$ cat src/rtl/hex_scroller_if.sv
`default_nettype none
// ============================================================================
//  Module      : hex_scroller_if
//  Description : Control, message-ROM and display signals of hex_scroller.
//  Revision    : 1.0  initial release
// ============================================================================
interface hex_scroller_if #(
    parameter int NUM_DIGITS = 6,
    parameter int ADDR_W     = 5
);
    logic                    run;
    logic                    dir;
    logic [ADDR_W-1:0]       mem_addr;
    logic [7:0]              mem_q;
    logic [7*NUM_DIGITS-1:0] hex;
    logic [ADDR_W-1:0]       start;
    logic                    refresh_done;

    modport master (
        output run, dir, mem_q,
        input  mem_addr, hex, start, refresh_done
    );

    modport slave (
        input  run, dir, mem_q,
        output mem_addr, hex, start, refresh_done
    );
endinterface
`default_nettype wire

$ cat src/rtl/hex_scroller.sv
`default_nettype none
// ============================================================================
//  Module      : hex_scroller
//  Description : Scrolls a NUM_DIGITS window over a ROM message onto 7-seg HEX.
//  Revision    : 1.0  initial release
// ============================================================================
module hex_scroller #(
    parameter int NUM_DIGITS = 6,
    parameter int MSG_LEN    = 16,
    parameter int ADDR_W     = 5,
    parameter int TICK_DIV   = 25000000
) (
    input  logic          Clock,
    input  logic          Reset,
    hex_scroller_if.slave bus
);
    localparam int CW = $clog2(NUM_DIGITS + 1);
    localparam int TW = (TICK_DIV > 1) ? $clog2(TICK_DIV) : 1;
    localparam logic [ADDR_W-1:0] c_LAST = ADDR_W'(MSG_LEN - 1);
    localparam logic [6:0]        c_BLANK = 7'b1111111;

    typedef enum logic [0:0] {S_FILL = 1'b0, S_WAIT = 1'b1} state_t;

    state_t                  r_state, w_state_nxt;
    logic [CW-1:0]           r_cnt;
    logic [TW-1:0]           r_tick_cnt;
    logic [7*NUM_DIGITS-1:0] r_stage, w_stage_nxt;
    logic [7*NUM_DIGITS-1:0] r_hex;
    logic [ADDR_W-1:0]       r_start, w_start_nxt;
    logic [ADDR_W-1:0]       r_addr;
    logic                    r_done;
    logic                    w_tick, w_last, w_advance;
    logic [6:0]              w_dec;

    function automatic logic [ADDR_W-1:0] f_inc(input logic [ADDR_W-1:0] a);
        return (a == c_LAST) ? '0 : a + 1'b1;
    endfunction

    function automatic logic [ADDR_W-1:0] f_dec(input logic [ADDR_W-1:0] a);
        return (a == '0) ? c_LAST : a - 1'b1;
    endfunction

    function automatic logic [6:0] f_decode(input logic [7:0] ch);
        case (ch)
            8'd48:   return 7'b1000000;
            8'd49:   return 7'b1111001;
            8'd50:   return 7'b0100100;
            8'd51:   return 7'b0110000;
            8'd52:   return 7'b0011001;
            8'd53:   return 7'b0010010;
            8'd54:   return 7'b0000010;
            8'd55:   return 7'b1111000;
            8'd56:   return 7'b0000000;
            8'd57:   return 7'b0010000;
            8'd65:   return 7'b0001000;
            8'd98:   return 7'b0000011;
            8'd67:   return 7'b1000110;
            8'd100:  return 7'b0100001;
            8'd69:   return 7'b0000110;
            8'd70:   return 7'b0001110;
            8'd103:  return 7'b0010000;
            8'd104:  return 7'b0001011;
            8'd45:   return 7'b0111111;
            default: return c_BLANK;
        endcase
    endfunction

    assign w_tick      = (r_tick_cnt == TW'(TICK_DIV - 1));
    assign w_dec       = f_decode(bus.mem_q);
    assign w_start_nxt = bus.dir ? f_dec(r_start) : f_inc(r_start);

    // Data for fill cycle c belongs to character c-1, i.e. digit NUM_DIGITS-c.
    always_comb begin
        w_stage_nxt = r_stage;
        for (int k = 0; k < NUM_DIGITS; k++) begin
            if (r_cnt == CW'(k + 1)) begin
                w_stage_nxt[7*(NUM_DIGITS-1-k) +: 7] = w_dec;
            end
        end
    end

    always_comb begin
        w_state_nxt = r_state;
        w_last      = 1'b0;
        w_advance   = 1'b0;
        case (r_state)
            S_FILL: begin
                if (r_cnt == CW'(NUM_DIGITS)) begin
                    w_last      = 1'b1;
                    w_state_nxt = S_WAIT;
                end
            end
            S_WAIT: begin
                if (w_tick && bus.run) begin
                    w_advance   = 1'b1;
                    w_state_nxt = S_FILL;
                end
            end
            default: w_state_nxt = S_FILL;
        endcase
    end

    always_ff @(posedge Clock) begin
        if (Reset) begin
            r_state <= S_FILL;
        end else begin
            r_state <= w_state_nxt;
        end
    end

    always_ff @(posedge Clock) begin
        if (Reset) begin
            r_cnt      <= '0;
            r_tick_cnt <= '0;
            r_stage    <= {NUM_DIGITS{c_BLANK}};
            r_hex      <= {NUM_DIGITS{c_BLANK}};
            r_start    <= '0;
            r_addr     <= '0;
            r_done     <= 1'b0;
        end else begin
            r_done     <= w_last;
            r_tick_cnt <= w_tick ? '0 : r_tick_cnt + 1'b1;
            if (r_state == S_FILL) begin
                r_stage <= w_stage_nxt;
                if (w_last) begin
                    r_hex <= w_stage_nxt;
                    r_cnt <= '0;
                end else begin
                    r_cnt <= r_cnt + 1'b1;
                end
                // Last address is issued in cycle NUM_DIGITS-1 and then held.
                if (r_cnt < CW'(NUM_DIGITS - 1)) begin
                    r_addr <= f_inc(r_addr);
                end
            end else if (w_advance) begin
                r_start <= w_start_nxt;
                r_addr  <= w_start_nxt;
            end
        end
    end

    assign bus.mem_addr     = r_addr;
    assign bus.hex          = r_hex;
    assign bus.start        = r_start;
    assign bus.refresh_done = r_done;
endmodule
`default_nettype wire
$ cat src/flat_wrapper.sv
// flat-port wrapper written by rule: the top's interface ports become plain ports
module hex_scroller_flat 
#(
    parameter int NUM_DIGITS = 6,
    parameter int MSG_LEN    = 16,
    parameter int ADDR_W     = 5,
    parameter int TICK_DIV   = 25000000
)
  (Clock, Reset, bus_run, bus_dir, bus_mem_q, bus_mem_addr, bus_hex, bus_start, bus_refresh_done);
  hex_scroller_if #(.NUM_DIGITS(NUM_DIGITS), .ADDR_W(ADDR_W)) bus_i ();
  input  logic Clock;
  input  logic Reset;
  input wire logic [$bits(bus_i.run)-1:0] bus_run;
  input wire logic [$bits(bus_i.dir)-1:0] bus_dir;
  input wire logic [$bits(bus_i.mem_q)-1:0] bus_mem_q;
  output wire logic [$bits(bus_i.mem_addr)-1:0] bus_mem_addr;
  output wire logic [$bits(bus_i.hex)-1:0] bus_hex;
  output wire logic [$bits(bus_i.start)-1:0] bus_start;
  output wire logic [$bits(bus_i.refresh_done)-1:0] bus_refresh_done;
  assign bus_i.run = bus_run;
  assign bus_i.dir = bus_dir;
  assign bus_i.mem_q = bus_mem_q;
  assign bus_mem_addr = bus_i.mem_addr;
  assign bus_hex = bus_i.hex;
  assign bus_start = bus_i.start;
  assign bus_refresh_done = bus_i.refresh_done;
  hex_scroller #(.NUM_DIGITS(NUM_DIGITS), .MSG_LEN(MSG_LEN), .ADDR_W(ADDR_W), .TICK_DIV(TICK_DIV)) u_core (.Clock(Clock), .Reset(Reset), .bus(bus_i));
endmodule
$ cat config.mk
export PLATFORM = sky130hd
export DESIGN_NAME = hex_scroller_flat
export DESIGN_NICKNAME = d
export VERILOG_FILES = /design/src/rtl/hex_scroller_if.sv /design/src/rtl/hex_scroller.sv /design/src/flat_wrapper.sv
export SDC_FILE = /design/constraint.sdc
export NUM_CORES = 1
export LEC_CHECK = 0
export CORE_MARGIN = 2
export CORE_UTILIZATION = 50
export DETAILED_ROUTE_END_ITERATION = 16
export GPL_TIMING_DRIVEN = 0
export PLACE_DENSITY = 0.73
export SYNTH_ARGS = -nofsm -noshare
export SYNTH_HDL_FRONTEND = slang
export SYNTH_SLANG_ARGS = --single-unit
$ cat constraint.sdc
create_clock -name Clock -period 5.4 [get_ports Clock]
set_input_delay 0.81 -clock Clock [delete_from_list [all_inputs] [get_ports Clock]]
set_output_delay 0.81 -clock Clock [all_outputs]
set_load 0.005 [all_outputs]
==> run metrics <==
largest net degree at the start of global routing 17; P&R area growth vs syn 25.2%; die area 11700 µm²; Via density 5.68; Worst-Margin Slew 0.807 ns; synthesized area 5430 µm²; Seq pwr share 41.6%; Cells after DPL 857; GRT met2 Usage 37.5%; via count 5051; area of the multi-input gates 2830 µm²; startpoint types input port; distinct cell type count after synthesis 56; post-layout min period 3.18 ns; Req. time, crit path 5.76 ns; fill count 898; clock slew at reported path FFs 0.06 ns; CTS tree built; leak pwr 2.46 nW; Post-Syn Nets 677; final period utilization 59.0%; delay-heaviest family, CP simple AND/OR/NAND/NOR gates; final setup vio count 0; Seq/Total Area, Yosys 43.1%; hold path depth 2; Worst Skew 0.00996 ns; setup bufs post-CTS 0; hold buffer count at CTS 0; critical path fanouts, max 10; Clock Power Share 50.9%; reg-to-reg slack, setup 2.94 ns; FP Rows 38; HPWL after DPL 9760 µm; vias in the first global route 4708; Slew Viols, Final 0; min-delay src u_core.bus.hex[37]$_SDFFE_PP1P_; first-pass GRT wire length 22100 µm; initial antenna violation count 0; DR DRC count 0; clk buf depth 2; Avg Cell Area, Syn 8.28 µm²; Peak VDD IR 0.000206 V; gr ovfl total 0; DIE WIDTH 108 µm; root buf cell clkbuf_8; CP dominant cell by count a21oi_1; wire per inst 15.6 µm; quantity of I/O buffers inserted on ports 61; first-pass detailed-route iteration total 5; Tot Pwr 2.14 mW; H-Tree Depth 4; Logic pwr share 7.5%; Final #Nets 757; final WL 13800 µm; RePlAce Congestion 0.900; Slew HR 46.0%; Starting Density 50.8%; Placeable Area 10700 µm²; commonest non-fill, non-tap cell in the layout dfxtp_1; GR peak layer met2; EDFF count, synth 0; final hold violations 0; Net Sw Power 0.527 mW; top cells by area, synth dfxtp_1 (43%), a21oi_1 (5.6%), nor3_1 (4.8%), nor2_1 (4.4%), nand2_1 (3.8%); max-cap violations 0; FF-to-FF Start u_core.r_tick_cnt[15]$_SDFF_PP0_; RR Endpoint u_core.bus.mem_addr[1]$_SDFFE_PP0P_; Yosys top cell area share 43.1%; Ant. Diodes 0; critical-path cell list clkdlybuf4s50_1 > clkbuf_1 > nand3b_1 > nor4_1 > a21oi_1 > and3_1 > buf_6 > nor3_4 > a21oi_1; CP endpoint kind register; All-Layer GR Usage 23.9%; met3 Track Usage GR 4.94%; CTS buffer count 17; share of layout cells above drive strength 1 6.41%; Storage cell area 2340 µm²; Clock Latency Late Sink 0.50 ns; Power Dens Cells 315 nW/µm²; Min-Delay Endpoint u_core.bus.hex[37]$_SDFFE_PP1P_; Hold WS 0.465 ns; Routed Antenna Nets 0; most frequent cells in the layout dfxtp_1 (117), nor2_1 (64), a21oi_1 (61), clkdlybuf4s50_1 (61), nand2_1 (55); CP max-delay cell clkdlybuf4s50_1; Arrival @ worst endpoint 3.54 ns; CP bufs+invs 3; cell taking the most area after synthesis dfxtp_1; RSZ-0062 raised after global routing false; worst r2r path cells 6; outcome finished clean; Fmax 314 MHz; synth warn 0; Finished Layout Cells 889; Pint 1.62 mW; Synth Register Bits 117; hold crit path type reg2reg; Synth Flop Type dfxtp_1; CP Class in2reg; Fin Setup TNS 0 ns; CTS sink count 117; cell count after synthesis 656; FFs w/ async S/R, synth 0%; slowest stage delay, CP 0.56 ns; chip height 108 µm; GRT met1 Usage 32.0%; IO Pins 65; DR iter-0 viols 339; Post-CTS Resized 0; switch share 24.6%
==> logic make-up after synthesis <==
| logic type | share of synthesized area [%] |
|---|---|
| XOR/XNOR | 4.03 |
| flip-flops | 43.1 |
| AND/OR/NAND/NOR | 27.7 |
| adder cells (fa/ha/maj) | 2.07 |
| AO/OA/AOI/OAI | 17.2 |
| buffers and inverters | 4.77 |
| multiplexers | 1.11 |
==> worst max path at each step <==
stage | startpoint | endpoint | slack (ns) | cells after the start
floorplan | bus_mem_q[5] | u_core.r_stage[10]$_SDFFE_PP1N_ | 2.59 | 7
global placement | bus_mem_q[6] | u_core.bus.hex[24]$_SDFFE_PP1P_ | 1.78 | 7
detailed placement | bus_mem_q[6] | u_core.bus.hex[10]$_SDFFE_PP1P_ | 1.74 | 7
CTS | bus_mem_q[6] | u_core.bus.hex[10]$_SDFFE_PP1P_ | 2.27 | 8
global route | bus_mem_q[0] | u_core.r_stage[14]$_SDFFE_PP1N_ | 2.06 | 9
finish | bus_mem_q[0] | u_core.bus.hex[10]$_SDFFE_PP1P_ | 2.22 | 9
==> area by class of cell <==
| type | instances | share of cell area [%] |
|---|---|---|
| clock buffer | 18 | 6.29 |
| multi-input combinational | 476 | 41.6 |
| clock inverter | 14 | 2.26 |
| timing repair buffer | 61 | 8.98 |
| tap | 140 | 2.58 |
| sequential | 117 | 34.4 |
| buffer | 49 | 3.04 |
| inverter | 14 | 0.773 |
==> metrics by stage <==
stage	area, µm²	worst slack, ns	util, %
3_3_place_gp	6220	1.78	58.1
2_1_floorplan	5430	2.59	-
3_5_place_dp	6220	1.74	58.1
5_1_grt	6800	2.06	63.6
6_report	6800	2.22	63.6
4_1_cts	6800	2.27	63.6
==> routing by layer <==
layer,routed length [µm],share of wire (%)
met3,762,5.5
met4,290,2.1
met2,6460,47
met1,6330,46
met5,0,0
==> cells in the mapped netlist, types with 2 or more instances <==
cell        n
nand2_1    55
or3_1       7
a211o_1     7
o31ai_1     8
a31oi_1     6
nor3_4      2
nand4b_1    2
nand3b_1   17
dfxtp_1   117
mux2i_1     6
a22oi_1     6
nand2b_1    8
nand4_1     6
a21o_1      2
nor3_2      2
buf_1       3
a21oi_2     2
o21ai_1     8
and3_1     10
a21oi_1    61
or4_1       7
nor2b_1    10
nor2_1     64
inv_1      14
o21ai_0    29
xnor2_1    15
o21bai_1   12
ha_1        9
nor3b_1     5
nor3_1     52
nor4_1      5
nand3_1    20
clkbuf_1   43
a211oi_1    2
xor2_1     10
and2_1      2
buf_6       3
==> flip-flops by register name (all words and copies together) (netlist names) <==
signal and cells:
u_core.bus.hex 42, u_core.r_stage 35, u_core.r_tick_cnt 25, u_core.bus.mem_addr 5
u_core.bus.start 5, u_core.r_cnt 3, u_core.bus.refresh_done 1, u_core.r_state 1
==> worst reg2reg max path: cells and delay by family (launching register included) <==
family          cells  cell delay, ns
compound gates      3            0.55
flops               1            0.36
simple gates        3            1.47
==> power by group through the flow <==
stage                     Combinational [mW]  Clock [mW]  Sequential [mW]
after floorplan                        0.104           0            0.909
after global placement                 0.155           0            0.910
after detailed placement               0.159           0            0.911
after CTS                              0.160        1.09            0.892
after global routing                   0.177        1.14            0.894
final                                  0.161        1.09            0.892
(Power assumes the default switching activity.)
